## src/rtl/wb_cp0_requester_pkg.sv

```systemverilog
// Shared types for the writeback / CP0 interface: pipeline payload from MEM,
// the CP0 access bus, exception codes and the writeback FSM state.
package wb_cp0_requester_pkg;

  localparam int CPU_DATA_WIDTH = 32;

  localparam logic [CPU_DATA_WIDTH-1:0] EXCEPTION_VECTOR_DEFAULT = 32'hbfc00380;

  // CP0 Cause.ExcCode values
  localparam logic [4:0] EXC_INT  = 5'h00;
  localparam logic [4:0] EXC_ADEL = 5'h04;
  localparam logic [4:0] EXC_ADES = 5'h05;
  localparam logic [4:0] EXC_SYS  = 5'h08;
  localparam logic [4:0] EXC_BP   = 5'h09;
  localparam logic [4:0] EXC_RI   = 5'h0a;
  localparam logic [4:0] EXC_OV   = 5'h0c;

  typedef struct packed {
    logic [CPU_DATA_WIDTH-1:0] pc;
    logic [4:0]                dest;
    logic [CPU_DATA_WIDTH-1:0] result;
    logic                      is_mtc0;
    logic                      is_mfc0;
    logic                      is_eret;
    logic                      exception_valid;
    logic [4:0]                exception_code;
    logic                      in_delay_slot;
    logic [4:0]                cp0_register;
    logic [2:0]                cp0_select;
    logic [CPU_DATA_WIDTH-1:0] rt_value;
  } MSToWSData;

  typedef struct packed {
    logic                      write_enabled;
    logic [4:0]                address_register;
    logic [2:0]                address_select;
    logic [CPU_DATA_WIDTH-1:0] write_data;
    logic                      exception_valid;
    logic                      eret_flush;
    logic [4:0]                exception_code;
    logic [CPU_DATA_WIDTH-1:0] exception_pc;
    logic                      in_delay_slot;
  } WBToCP0Data;

  typedef enum logic [1:0] {
    EMPTY = 2'd0,
    VALID = 2'd1,
    DRAIN = 2'd2
  } WsState;

endpackage

```

## src/rtl/wb_cp0_requester_commit_select.sv

```systemverilog
// Priority encoder that turns the latched writeback instruction into the
// CP0 bus strobes, the regfile write and the pipeline flush/redirect.
module wb_commit_select
  import wb_cp0_requester_pkg::*;
#(
  parameter logic [CPU_DATA_WIDTH-1:0] EXCEPTION_VECTOR = EXCEPTION_VECTOR_DEFAULT
) (
  input  logic                      commit_vld,
  input  MSToWSData                 ws_bus,
  input  logic [CPU_DATA_WIDTH-1:0] cp0_read_data,
  input  logic [CPU_DATA_WIDTH-1:0] cp0_epc,
  output WBToCP0Data                wb_to_cp0_data_bus,
  output logic                      rf_write_enable,
  output logic [4:0]                rf_write_address,
  output logic [CPU_DATA_WIDTH-1:0] rf_write_data,
  output logic                      flush,
  output logic [CPU_DATA_WIDTH-1:0] flush_pc
);

  // Exception beats eret beats mtc0 beats mfc0 beats a plain writeback;
  // every strobe stays low unless an instruction is committing.
  always_comb begin
    wb_to_cp0_data_bus                  = '0;
    wb_to_cp0_data_bus.address_register = ws_bus.cp0_register;
    wb_to_cp0_data_bus.address_select   = ws_bus.cp0_select;
    wb_to_cp0_data_bus.write_data       = ws_bus.rt_value;
    wb_to_cp0_data_bus.exception_code   = ws_bus.exception_code;
    wb_to_cp0_data_bus.exception_pc     = ws_bus.pc;
    wb_to_cp0_data_bus.in_delay_slot    = ws_bus.in_delay_slot;
    rf_write_enable  = 1'b0;
    rf_write_address = ws_bus.dest;
    rf_write_data    = ws_bus.is_mfc0 ? cp0_read_data : ws_bus.result;
    flush            = 1'b0;
    flush_pc         = EXCEPTION_VECTOR;
    if (commit_vld) begin
      if (ws_bus.exception_valid) begin
        wb_to_cp0_data_bus.exception_valid = 1'b1;
        flush    = 1'b1;
        flush_pc = EXCEPTION_VECTOR;
      end else if (ws_bus.is_eret) begin
        wb_to_cp0_data_bus.eret_flush = 1'b1;
        flush    = 1'b1;
        flush_pc = cp0_epc;
      end else if (ws_bus.is_mtc0) begin
        wb_to_cp0_data_bus.write_enabled = 1'b1;
      end else begin
        // mfc0 and ordinary results both retire to the regfile; r0 is never written
        rf_write_enable = (ws_bus.dest != 5'd0);
      end
    end
  end

endmodule

```

## src/rtl/wb_cp0_requester.sv

```systemverilog
// Writeback front end: holds one retiring instruction, commits it to CP0 /
// regfile in a single cycle, and drains one cycle after any flush.
module wb_cp0_requester
  import wb_cp0_requester_pkg::*;
#(
  parameter logic [CPU_DATA_WIDTH-1:0] EXCEPTION_VECTOR = EXCEPTION_VECTOR_DEFAULT
) (
  input  logic                      clock,
  input  logic                      reset,
  input  logic                      ms_to_ws_valid,
  input  MSToWSData                 ms_to_ws_bus,
  output logic                      ws_allow_in,
  output WBToCP0Data                wb_to_cp0_data_bus,
  input  logic [CPU_DATA_WIDTH-1:0] cp0_read_data,
  input  logic [CPU_DATA_WIDTH-1:0] cp0_epc,
  output logic                      rf_write_enable,
  output logic [4:0]                rf_write_address,
  output logic [CPU_DATA_WIDTH-1:0] rf_write_data,
  output logic                      flush,
  output logic [CPU_DATA_WIDTH-1:0] flush_pc
);

  WsState    state_p0;
  WsState    state_next;
  MSToWSData ws_bus_p0;
  logic      latch_en;
  logic      commit_vld;

  // State register; reset lands in EMPTY from any state
  always_ff @(posedge clock) begin
    if (reset) state_p0 <= EMPTY;
    else       state_p0 <= state_next;
  end

  // Instruction latch; contents are don't-care while nothing is held
  always_ff @(posedge clock) begin
    if (latch_en) ws_bus_p0 <= ms_to_ws_bus;
  end

  // Next state: a flushing commit forces one DRAIN cycle before new work
  always_comb begin
    state_next = EMPTY;
    case (state_p0)
      EMPTY:   state_next = ms_to_ws_valid ? VALID : EMPTY;
      VALID: begin
        if (flush)               state_next = DRAIN;
        else if (ms_to_ws_valid) state_next = VALID;
        else                     state_next = EMPTY;
      end
      DRAIN:   state_next = EMPTY;
      default: state_next = EMPTY;
    endcase
  end

  // Control outputs; reset suppresses the commit so no strobe escapes that cycle
  always_comb begin
    ws_allow_in = (state_p0 != DRAIN);
    commit_vld  = (state_p0 == VALID) && !reset;
    latch_en    = ms_to_ws_valid && ws_allow_in && !flush && !reset;
  end

  wb_commit_select #(
    .EXCEPTION_VECTOR (EXCEPTION_VECTOR)
  ) u_commit_select (
    .commit_vld         (commit_vld),
    .ws_bus             (ws_bus_p0),
    .cp0_read_data      (cp0_read_data),
    .cp0_epc            (cp0_epc),
    .wb_to_cp0_data_bus (wb_to_cp0_data_bus),
    .rf_write_enable    (rf_write_enable),
    .rf_write_address   (rf_write_address),
    .rf_write_data      (rf_write_data),
    .flush              (flush),
    .flush_pc           (flush_pc)
  );

endmodule

```

## config.mk

```make
export PLATFORM = sky130hd
export DESIGN_NAME = wb_cp0_requester
export DESIGN_NICKNAME = d
export VERILOG_FILES = /design/src/rtl/wb_cp0_requester_pkg.sv /design/src/rtl/wb_cp0_requester_commit_select.sv /design/src/rtl/wb_cp0_requester.sv
export SDC_FILE = /design/constraint.sdc
export NUM_CORES = 1
export LEC_CHECK = 0
export BUFFER_PORTS_ARGS = -buffer_cell sky130_fd_sc_hd__clkbuf_2
export CORE_AREA = 2 2 133 135
export DETAILED_ROUTE_END_ITERATION = 16
export DIE_AREA = 0 0 135 137
export PLACE_DENSITY_LB_ADDON = 0.12
export SLEW_MARGIN = 20
export SYNTH_ARGS = -nofsm -noshare
export SYNTH_HDL_FRONTEND = slang
export SYNTH_SLANG_ARGS = --single-unit
```

## constraint.sdc

```tcl
create_clock -name clock -period 11.26 [get_ports clock]
set_input_delay 1.126 -clock clock [delete_from_list [all_inputs] [get_ports clock]]
set_output_delay 1.126 -clock clock [all_outputs]
set_load 0.05 [all_outputs]
```

==> flow_summary.toml <==
[global_route]
grtUsageTotal = 0.147
grt-ovfl-total = 0
antenna_found_initial = 0
grt_pass1_wl_mm = 19.1
grt_max_degree = 73
grt_pass1_vias = 3411

[logic_synthesis]
ys_seq_area_frac = 0.719
synth_cells = 319
avgSynthCellArea_um2 = 15.8
synth_seq_cells = 121
syn-cell-area_mm2 = 0.00503
ys.warnings.count = 0
syn_nets = 505
ys_types = 17

[drt]
post_drt_wl_per_cell_um = 16.6
vias_per_cell = 4.03
drt-total-wl_mm = 13.7
drc = 0
drt_pass1_iterations = 4
drtIter0Drc = 87
antenna_left = 0
dr_total_vias = 3317

[pwr]
p_sw_uw = 330
combPwrFrac = 0.129
leakage_nw = 3.14
share_seq_of_total_power = 0.421
power.internal_uw = 919
powerDensity_mw_per_mm2 = 179
p_clk_frac = 0.450
switching_share = 0.264
ir_drop_v = 0.0000936

[sta]
drv_slew = 0
setup_tns_ps = 0
finalCritPeriodShare = 0.336
setup_viol = 0
hold_viol_final = 0
rsz0062_at_grt = "false"
worstMarginPinSlew_ps = 999
clock_skew_ps = 10.9
max_freq_mhz = 264
max_slew_margin = 0.334
setup_ws_ps = 7470
post-route-min-period_ps = 3790

[cts]
htreeDepth = 4
cts_max_path_buffers = 2
cts_resized = 0
cts_made_buffers = 17
cts.sinks = 121
insertion_delay_ps = 410
ctsHoldBuffers = 0
post-cts-setup-buffers = 0
clock-root-buffer = "clkbuf_16"
path_clk_slew_ps = 60
cts_tree = "yes"

[worst_setup_path]
cp_num_buf_inv = 2
r2r_end = "ws_bus_p0[37]"
critPathLaunchType = "primary input"
cp_max_fo = 38
crit_path_frequent_cell = "clkbuf_2"
worstPathArrival_ps = 2660
crit_path_end_kind = "output pin"
criticalPathCategory = "in -> out"
critical_path.cell_chain = "clkbuf_2 > or3b_2 > or3_1 > clkbuf_2"
rrSetupSlack_ps = 8460
worst_path_max_delay_cell = "or3b_2"
r2r_cells = 4
r2r-start = "ws_bus_p0[47]"
slowest_delay_ps = 750
cpLargestDelayFamily = "simple AND/OR/NAND/NOR gates"
required_ps = 10130

[layout]
num-nets-final = 771
final_common_cell = "clkbuf_2"
drive_gt1_frac = 0.682
instances_no_fill = 823
layout_common_cells = "338 x clkbuf_2, 119 x edfxtp_1, 32 x mux2_2"
n_antenna_cell = 0
syn2layout_area_growth_pct = 38.5

[worst_hold_path]
whs_endpoint = "state_p0[0]"
hold_path_class = "reg -> reg"
holdPathStages = 1
holdCritStartpoint = "state_p0[1]"

[place]
dp_hpwl_mm = 10.9
place_worst_setup_slack_ps = 7330
portBuffers = 338
gp_congestion = 0.738
place_inst = 791

[die]
start_util = 0.295
std_cell_rows = 48
die_y_um = 137
die_x_um = 135
coreArea_mm2 = 0.0171
ios = 339
die-area_mm2 = 0.0185

[outcome]
status = "finished, final reports clean"

[flow_run]
drv_cap = 0
[registers in the layout, summed over array words and instances (netlist names)]
signal,cells
state_p0,2
ws_bus_p0,119
[stage by stage]
step | total power, mW | hold WS [ps] | utilization | cell area [µm²]
after floorplan | 0.661 | 424 | - | 5030
after global placement | 0.697 | 466 | 0.372 | 6350
after detailed placement | 0.699 | 467 | 0.372 | 6350
after CTS | 1.27 | 468 | 0.408 | 6960
after global routing | 1.30 | 472 | 0.408 | 6960
final | 1.25 | 458 | 0.408 | 6960
[per-layer routing]
metal,vias up,routed length (µm),global-route usage
li1,1585,-,-
met1,1501,4100,0.125
met2,211,7470,0.276
met3,20,1700,0.0800
met4,0,386,0.0718
met5,-,0,0
[power by group through the flow]
| stage | Combinational [mW] | Sequential (mW) | Clock, mW |
|---|---|---|---|
| final | 0.161 | 0.526 | 0.562 |
| after global routing | 0.171 | 0.528 | 0.598 |
| after CTS | 0.164 | 0.526 | 0.577 |
| after detailed placement | 0.164 | 0.535 | 0 |
| after global placement | 0.163 | 0.535 | 0 |
| after floorplan | 0.121 | 0.540 | 0 |
[kinds of logic after synthesis]
kind of cell	synth area share
AO/OA/AOI/OAI	0.00448
buffers and inverters	0.155
flip-flops	0.719
multiplexers	0.0717
AND/OR/NAND/NOR	0.0503
[cells in the mapped netlist]
master / n / area (µm²)
nor2_1: 2 / 7.51
inv_1: 24 / 90.1
edfxtp_1: 119 / 3570
or2_2: 1 / 6.26
buf_4: 84 / 631
nor2b_1: 4 / 25.0
buf_2: 4 / 20.0
dfxtp_1: 2 / 40.0
mux2_2: 32 / 360
nor4_1: 1 / 6.26
clkbuf_1: 4 / 15.0
buf_6: 2 / 22.5
a211oi_1: 3 / 22.5
nand2b_1: 2 / 12.5
nor3_1: 21 / 105
or3b_1: 1 / 8.76
or3_1: 13 / 81.3
[how the worst max path moves through the flow]
stage                     start           end  slack [ps]  depth (start not counted)
after floorplan           reset  ws_bus_p0[0]         510                          2
after global placement    reset  flush_pc[23]        7400                          4
after detailed placement  reset  flush_pc[26]        7330                          4
after CTS                 reset  flush_pc[26]        7330                          4
after global routing      reset  flush_pc[23]        7400                          4
final                     reset  flush_pc[26]        7470                          4
[final cells by class]
| cell class | count | area, µm² |
|---|---|---|
| clock buffer | 17 | 425 |
| clock inverter | 15 | 191 |
| fill | 1653 | 10100 |
| inverter | 24 | 90.1 |
| multi-input combinational | 80 | 648 |
| sequential | 121 | 3610 |
| tap | 225 | 282 |
| timing repair buffer | 341 | 1710 |
(Power assumes the default switching activity.)
